===== config.mk =====
export PLATFORM = sky130hd
export DESIGN_NAME = fft_iter_unloader
export DESIGN_NICKNAME = d
export VERILOG_FILES = /design/src/rtl/fft_iter_pkg.sv /design/src/rtl/fft_out_skid_fifo.sv /design/src/rtl/fft_iter_unloader.sv
export SDC_FILE = /design/constraint.sdc
export NUM_CORES = 1
export LEC_CHECK = 0
export BUFFER_PORTS_ARGS = -buffer_cell sky130_fd_sc_hd__buf_2
export CORE_AREA = 5 5 106 108
export CTS_BUF_LIST = sky130_fd_sc_hd__clkbuf_8
export CTS_CLUSTER_DIAMETER = 150
export DETAILED_ROUTE_END_ITERATION = 10
export DIE_AREA = 0 0 111 113
export GPL_ROUTABILITY_DRIVEN = 0
export PLACE_DENSITY = 0.67
export SLEW_MARGIN = 20
export SYNTH_ARGS = -nofsm -noshare
export SYNTH_HDL_FRONTEND = slang
export SYNTH_SLANG_ARGS = --single-unit
export TNS_END_PERCENT = 20

===== constraint.sdc =====
create_clock -name CLK -period 2.2 [get_ports CLK]
set_clock_uncertainty 0.05 [all_clocks]
set_input_delay 0.22 -clock CLK [delete_from_list [all_inputs] [get_ports CLK]]
set_output_delay 0.22 -clock CLK [all_outputs]
set_load 0.05 [all_outputs]

===== src/rtl/fft_iter_pkg.sv =====
// -----------------------------------------------------------------------------
// fft_iter_pkg
// Definitions shared by the iterative FFT control blocks (engine control unit
// and result unloader).
//   FFT_LAYERS / FFT_N : default stage count and point count (N = 2^LAYERS)
//   fft_state_t        : IDLE / READ / DRAIN state encoding (2-bit)
//   bit_rev()          : reverses the low 'width' bits of a value
// -----------------------------------------------------------------------------
package fft_iter_pkg;

   localparam int FFT_LAYERS     = 5;
   localparam int FFT_N          = 1 << FFT_LAYERS;
   localparam int BIT_REV_MAX_WL = 16;
   localparam int BIT_REV_IDX_WL = $clog2(BIT_REV_MAX_WL);

   typedef enum logic [1:0] {
      IDLE  = 2'd0,
      READ  = 2'd1,
      DRAIN = 2'd2
   } fft_state_t;

   // Bits at and above 'width' come back as zero; width must not exceed
   // BIT_REV_MAX_WL.
   function automatic logic [BIT_REV_MAX_WL-1:0] bit_rev(
      input logic [BIT_REV_MAX_WL-1:0] value,
      input int                        width
   );
      logic [BIT_REV_MAX_WL-1:0] result;
      result = '0;
      for (int i = 0; i < BIT_REV_MAX_WL; i++) begin
         if (i < width) begin
            result[BIT_REV_IDX_WL'(i)] = value[BIT_REV_IDX_WL'(width - 1 - i)];
         end
      end
      return result;
   endfunction

endpackage


===== src/rtl/fft_out_skid_fifo.sv =====
// -----------------------------------------------------------------------------
// fft_out_skid_fifo
// Two-entry FIFO with a registered head, used as the output skid buffer of the
// FFT unloader. Push and pop may coincide at any occupancy.
//   CLK, RST   : clock, asynchronous active-high reset
//   push       : write push_data this cycle
//   push_data  : word to store ({last, data} in the unloader)
//   pop        : consume the head this cycle (only while occ != 0)
//   head       : oldest stored word, straight from a register
//   occ        : number of stored words, 0..2
// -----------------------------------------------------------------------------
module fft_out_skid_fifo #(
   parameter int WL = 33
) (
   input  logic          CLK,
   input  logic          RST,
   input  logic          push,
   input  logic [WL-1:0] push_data,
   input  logic          pop,
   output logic [WL-1:0] head,
   output logic [1:0]    occ
);

   logic [WL-1:0] tail;

   // NOTE: the storage registers are reset as well, because head drives the
   // block output directly and must read zero out of reset.
   always_ff @(posedge CLK or posedge RST) begin
      if (RST) begin
         head <= '0;
         tail <= '0;
         occ  <= 2'd0;
      end else begin
         case ({push, pop})
            2'b10: begin
               if (occ == 2'd0) head <= push_data;
               else             tail <= push_data;
               occ <= occ + 2'd1;
            end
            2'b01: begin
               head <= tail;
               occ  <= occ - 2'd1;
            end
            2'b11: begin
               // Full: shift tail into head and refill tail. Otherwise the
               // single stored word leaves and the new one becomes head.
               if (occ == 2'd2) begin
                  head <= tail;
                  tail <= push_data;
               end else begin
                  head <= push_data;
               end
            end
            default: ;
         endcase
      end
   end

   // The unloader's issue rule keeps a third word from ever arriving.
   a_no_overflow : assert property (@(posedge CLK) disable iff (RST)
      !(push && !pop && occ == 2'd2));

endmodule


===== src/rtl/fft_iter_unloader.sv =====
// -----------------------------------------------------------------------------
// fft_iter_unloader
// Read-out side of the iterative in-place FFT. After DONE from the butterfly
// engine it reads all N = 2^LAYERS words from the working RAM (optionally at
// bit-reversed addresses, giving natural frequency order) and streams them out
// over valid/ready. BUSY locks the engine out until the last word is taken.
//   CLK, RST     : clock, asynchronous active-high reset
//   EN           : low pauses new RAM reads; the output side keeps running
//   DONE         : one-cycle pulse from the engine, honoured only in IDLE
//   BUSY         : high from DONE acceptance until the last word is accepted
//   RD_EN/RD_ADDR: RAM read strobe and address
//   RD_DATA      : RAM data, valid one cycle after RD_EN
//   OUT_DATA/OUT_VALID/OUT_READY/OUT_LAST : output stream, OUT_LAST on word N-1
//   UNLOAD_DONE  : one-cycle pulse after the last word is accepted
// -----------------------------------------------------------------------------
module fft_iter_unloader
   import fft_iter_pkg::*;
#(
   parameter int LAYERS  = 5,
   parameter int ADDR_WL = 5,
   parameter int DATA_WL = 32,
   parameter bit BIT_REV = 1'b1
) (
   input  logic               CLK,
   input  logic               RST,
   input  logic               EN,
   input  logic               DONE,
   output logic               BUSY,
   output logic               RD_EN,
   output logic [ADDR_WL-1:0] RD_ADDR,
   input  logic [DATA_WL-1:0] RD_DATA,
   output logic [DATA_WL-1:0] OUT_DATA,
   output logic               OUT_VALID,
   input  logic               OUT_READY,
   output logic               OUT_LAST,
   output logic               UNLOAD_DONE
);

   localparam logic [ADDR_WL-1:0] LAST_IDX = ADDR_WL'((1 << LAYERS) - 1);

   fft_state_t         state;
   logic [ADDR_WL-1:0] rd_cnt;
   logic               inflight;
   logic               inflight_last;
   logic               pop;
   logic [1:0]         occ;
   logic [DATA_WL:0]   head;

   assign pop                 = OUT_VALID & OUT_READY;
   assign OUT_VALID           = (occ != 2'd0);
   assign {OUT_LAST, OUT_DATA} = head;

   // A read may issue only if the words already committed to the buffer
   // (stored + landing next cycle - leaving now) leave room for it.
   assign RD_EN = (state == READ) && EN &&
                  (({1'b0, occ} + {2'b00, inflight}) < (3'd2 + {2'b00, pop}));

   if (BIT_REV) begin : g_rev_addr
      assign RD_ADDR = ADDR_WL'(bit_rev(BIT_REV_MAX_WL'(rd_cnt), ADDR_WL));
   end else begin : g_lin_addr
      assign RD_ADDR = rd_cnt;
   end

   // NOTE: clocked state uses non-blocking assignments so every register
   // samples the values from before the edge, independent of statement order.
   always_ff @(posedge CLK or posedge RST) begin
      if (RST) begin
         state         <= IDLE;
         rd_cnt        <= '0;
         inflight      <= 1'b0;
         inflight_last <= 1'b0;
         BUSY          <= 1'b0;
         UNLOAD_DONE   <= 1'b0;
      end else begin
         inflight      <= RD_EN;
         inflight_last <= RD_EN && (rd_cnt == LAST_IDX);
         UNLOAD_DONE   <= 1'b0;
         if (RD_EN) rd_cnt <= rd_cnt + ADDR_WL'(1);

         case (state)
            IDLE: begin
               if (DONE) begin
                  state  <= READ;
                  rd_cnt <= '0;
                  BUSY   <= 1'b1;
               end
            end
            READ: begin
               // Leave on the last issue, so the counter wrap never re-reads.
               if (RD_EN && (rd_cnt == LAST_IDX)) state <= DRAIN;
            end
            DRAIN: begin
               if (pop && OUT_LAST) begin
                  state       <= IDLE;
                  BUSY        <= 1'b0;
                  UNLOAD_DONE <= 1'b1;
               end
            end
            default: state <= IDLE;
         endcase
      end
   end

   fft_out_skid_fifo #(
      .WL(DATA_WL + 1)
   ) u_skid (
      .CLK      (CLK),
      .RST      (RST),
      .push     (inflight),
      .push_data({inflight_last, RD_DATA}),
      .pop      (pop),
      .head     (head),
      .occ      (occ)
   );

endmodule


==> impl_summary.log <==
[metrics] run status: finished, violations left
[metrics] failing checks: negative setup slack
[metrics] area of combinational cells with multiple inputs: ~0.0015 mm^2
[metrics] share of Yosys cell area claimed by the top area cell type: 0.5708
[metrics] worst slack after detailed placement: -150.1 ps
[metrics] Synth Area per Inst: around 14 um^2
[metrics] FF+latch area: 0.001977 mm^2
[metrics] Setup-failing EPs final: 1
[metrics] most common cell after layout, fill and taps aside: dfrtp_1
[metrics] critical setup path kind: flop to output port
[metrics] area of the die: 0.01254 mm^2
[metrics] count of clock tree sinks: 79
[metrics] HPWL reported at the end of detailed placement: about 4900 um
[metrics] CTS buffer count: 9
[metrics] Static Leak: 2.134 nW
[metrics] growth of design area from synthesis to finish: 28.72%
[metrics] pin count of the biggest net entering global routing: 80
[metrics] Net Count, Synth: between 200 and 300
[metrics] Hold Startpoint: RD_DATA[19]
[metrics] register bit total from synthesis: 79
[metrics] routed wirelength normalized by instance count: roughly 15 um
[metrics] sum of routed wire length over all layers: 7485 um
[metrics] DRC violation count after routing: 0
[metrics] Clock Pin Slew Worst Setup and Hold Paths: approximately 80 ps
[metrics] r2r startpoint: inflight
[metrics] floorplan core area: between 0.01 and 0.015 mm^2
[metrics] routed vias: roughly 2300
[metrics] number of antenna cells inserted: 0
[metrics] CTS tree: yes
[metrics] number of max-slew violations in the final report: 0
[metrics] minimum period implied by the final worst setup slack: around 2300 ps
[metrics] reg2reg path depth: 5
[metrics] class of the most critical hold timing path: input port to flop
[metrics] Port Buf Inserts: approximately 80
[metrics] required time at the endpoint of the critical path: between 1500 and 2000 ps
[metrics] number of antenna violations at the first check in global routing: 0
[metrics] Power, Total: 7.841 mW
[metrics] starting utilization of the core area: 0.3416
[metrics] count of warnings emitted by yosys: 0
[metrics] vertical die dimension: 113 um
[metrics] max capacitance violation total: 0
[metrics] Synth Instances: roughly 250
[metrics] maximum level of the CTS H-tree: 3
[metrics] setup repair after global routing missed its margin: yes
[metrics] endpoint kind of the worst setup timing path: output port
[metrics] Area contributors post-synth: dfrtp_1 (57%), mux2_2 (21%), a22o_1 (8.3%)
[metrics] final total negative setup slack: -69.61 ps
[metrics] commonest cells after routing, fill and taps aside: dfrtp_1 (79), buf_2 (77), mux2_2 (66), a22o_1 (33)
[metrics] headroom to the max-slew limit: 0.5873
[metrics] Post-Syn Area: roughly 0.0035 mm^2
[metrics] clock tree root buffer cell: clkbuf_8
[metrics] placed cell count: 463
[metrics] worst endpoint data arrival time: 2000 ps
[metrics] startpoint of the worst setup timing path: inflight
[metrics] number of top-level design ports: 79
[metrics] IR drop worst, VDD: 0.0006399 V
[metrics] dominant cell type by area after synthesis: dfrtp_1
[metrics] Final Non-Filler Cells: roughly 480
[metrics] DRC violation total after the first TritonRoute iteration: 66
[metrics] number of global-route vias before repair: between 2000 and 3000
[metrics] drt first pass iters: 4
[metrics] worst setup slack after layout: -69.61 ps
[metrics] share of post-route cells with drive strength above 1: 0.5374
[metrics] sequential fraction of the synthesis area: 0.5708
[metrics] Worst Tran Pin Value: ~600 ps
[metrics] final cycle utilization of the critical path: 1.032
[metrics] Fillers: 939
[metrics] clock buffer depth: 2
[metrics] achievable clock frequency: roughly 0.44 GHz
[metrics] power per cell area: about 1800 mW/mm^2
[metrics] final-report hold violation count: 0
[metrics] GRT Util Overall: 0.1247
[metrics] crit path max fanout: 4
[metrics] library cells used by synthesis: 32
[metrics] Skew-Pair Late Insertion Delay: roughly 340 ps
[metrics] std cell rows: 37
[metrics] nets@finish: just under 400
[metrics] number of nets with antenna violations after detailed routing: 0
[metrics] grt ovf: 0
[metrics] instance count along the most critical hold path: 2
[metrics] global-route wire length before repair: between 10000 and 15000 um
[metrics] horizontal extent of the die: 111 um
[metrics] average via count per standard cell: between 4 and 5
[metrics] Setup crit start kind: flop
[synth_stat cells]
library cell	number
and2_1	1
nand3b_1	1
a22o_1	33
xnor2_1	2
nand3_1	3
or3_1	1
o21ai_0	5
ha_1	7
o31ai_1	2
a211oi_2	1
and3_1	2
buf_2	10
mux2_2	66
a31o_2	1
nand2b_1	1
inv_2	1
or4b_4	1
a21boi_1	1
inv_1	6
dfrtp_1	79
nor2_1	5
and4_1	1
a21oi_2	1
clkbuf_1	4
a21oi_1	2
mux2i_1	1
nor4bb_1	1
or4_1	1
nand2_1	6
o21a_1	1
o21ai_2	1
xor2_1	1
[what timing repair did]
action                                  CTS  global route
gates resized for setup                   4             3
gates cloned                              0             1
endpoints found under the setup margin   34            34
pin swaps                                20             1
buffers inserted                          0             3
hold endpoints to repair                 79             0
hold buffers                              1             0
[state kept, by name, summed over array words and instances, names as in the netlist]
| signal | cells |
|---|---|
| BUSY | 1 |
| UNLOAD_DONE | 1 |
| inflight | 1 |
| inflight_last | 1 |
| rd_cnt | 5 |
| state | 2 |
| u_skid.head | 33 |
| u_skid.occ | 2 |
| u_skid.tail | 33 |
[per-stage QoR]
stage / util / area, um^2 / hold WS (ps)
after detailed placement: 0.4092 / 4149 / 321.9
final: 0.4397 / 4458 / 70.80
after CTS: 0.4337 / 4397 / 42.53
after global routing: 0.4397 / 4458 / 48.11
after floorplan: - / 3470 / 321.7
after global placement: 0.4092 / 4149 / 320.8
[cell families after synthesis]
kind of cell	after synthesis	share of synthesized area
simple gates	24	0.03902
mux	67	0.2175
xor+xnor	3	0.007588
compound gates	48	0.1134
buf+inv	21	0.02637
flops	79	0.5708
fa+ha+maj	7	0.02529
[worst paths after layout]
path                       slack, ps               to
hold / removal                    70  u_skid.tail[19]
max in group asynchronous       1290  u_skid.tail[24]
min in group asynchronous        490  u_skid.tail[12]
setup reg to reg                  90        rd_cnt[3]
setup / recovery                 -70            RD_EN
hold reg to reg                  450   u_skid.head[7]
[where the power goes]
part	internal, mW	switching (mW)	total [mW]
clock network	0.692	0.504	1.20
registers	2.15	0.346	2.49
logic	1.67	2.48	4.15
[area by class of cell]
class,count,area share
clock buffer,11,0.03396
inverter,7,0.006736
clock inverter,5,0.01628
multi-input combinational,150,0.3258
timing repair buffer,96,0.1356
sequential,79,0.4434
tap,136,0.03817
[critical path, stage by stage (launching register included)]
cell	delay, ps
dfrtp_1	430
ha_1	220
ha_1	200
or4b_4	530
nor2_4	130
buf_8	150
[layer usage]
layer	wire length [um]	GRT usage	up-vias
met4	143	0.06076	0
met3	358	0.03583	10
met2	3681	0.2051	52
met5	0	0	-
li1	-	-	1099
met1	3302	0.1509	1169
(Power assumes the default switching activity.)
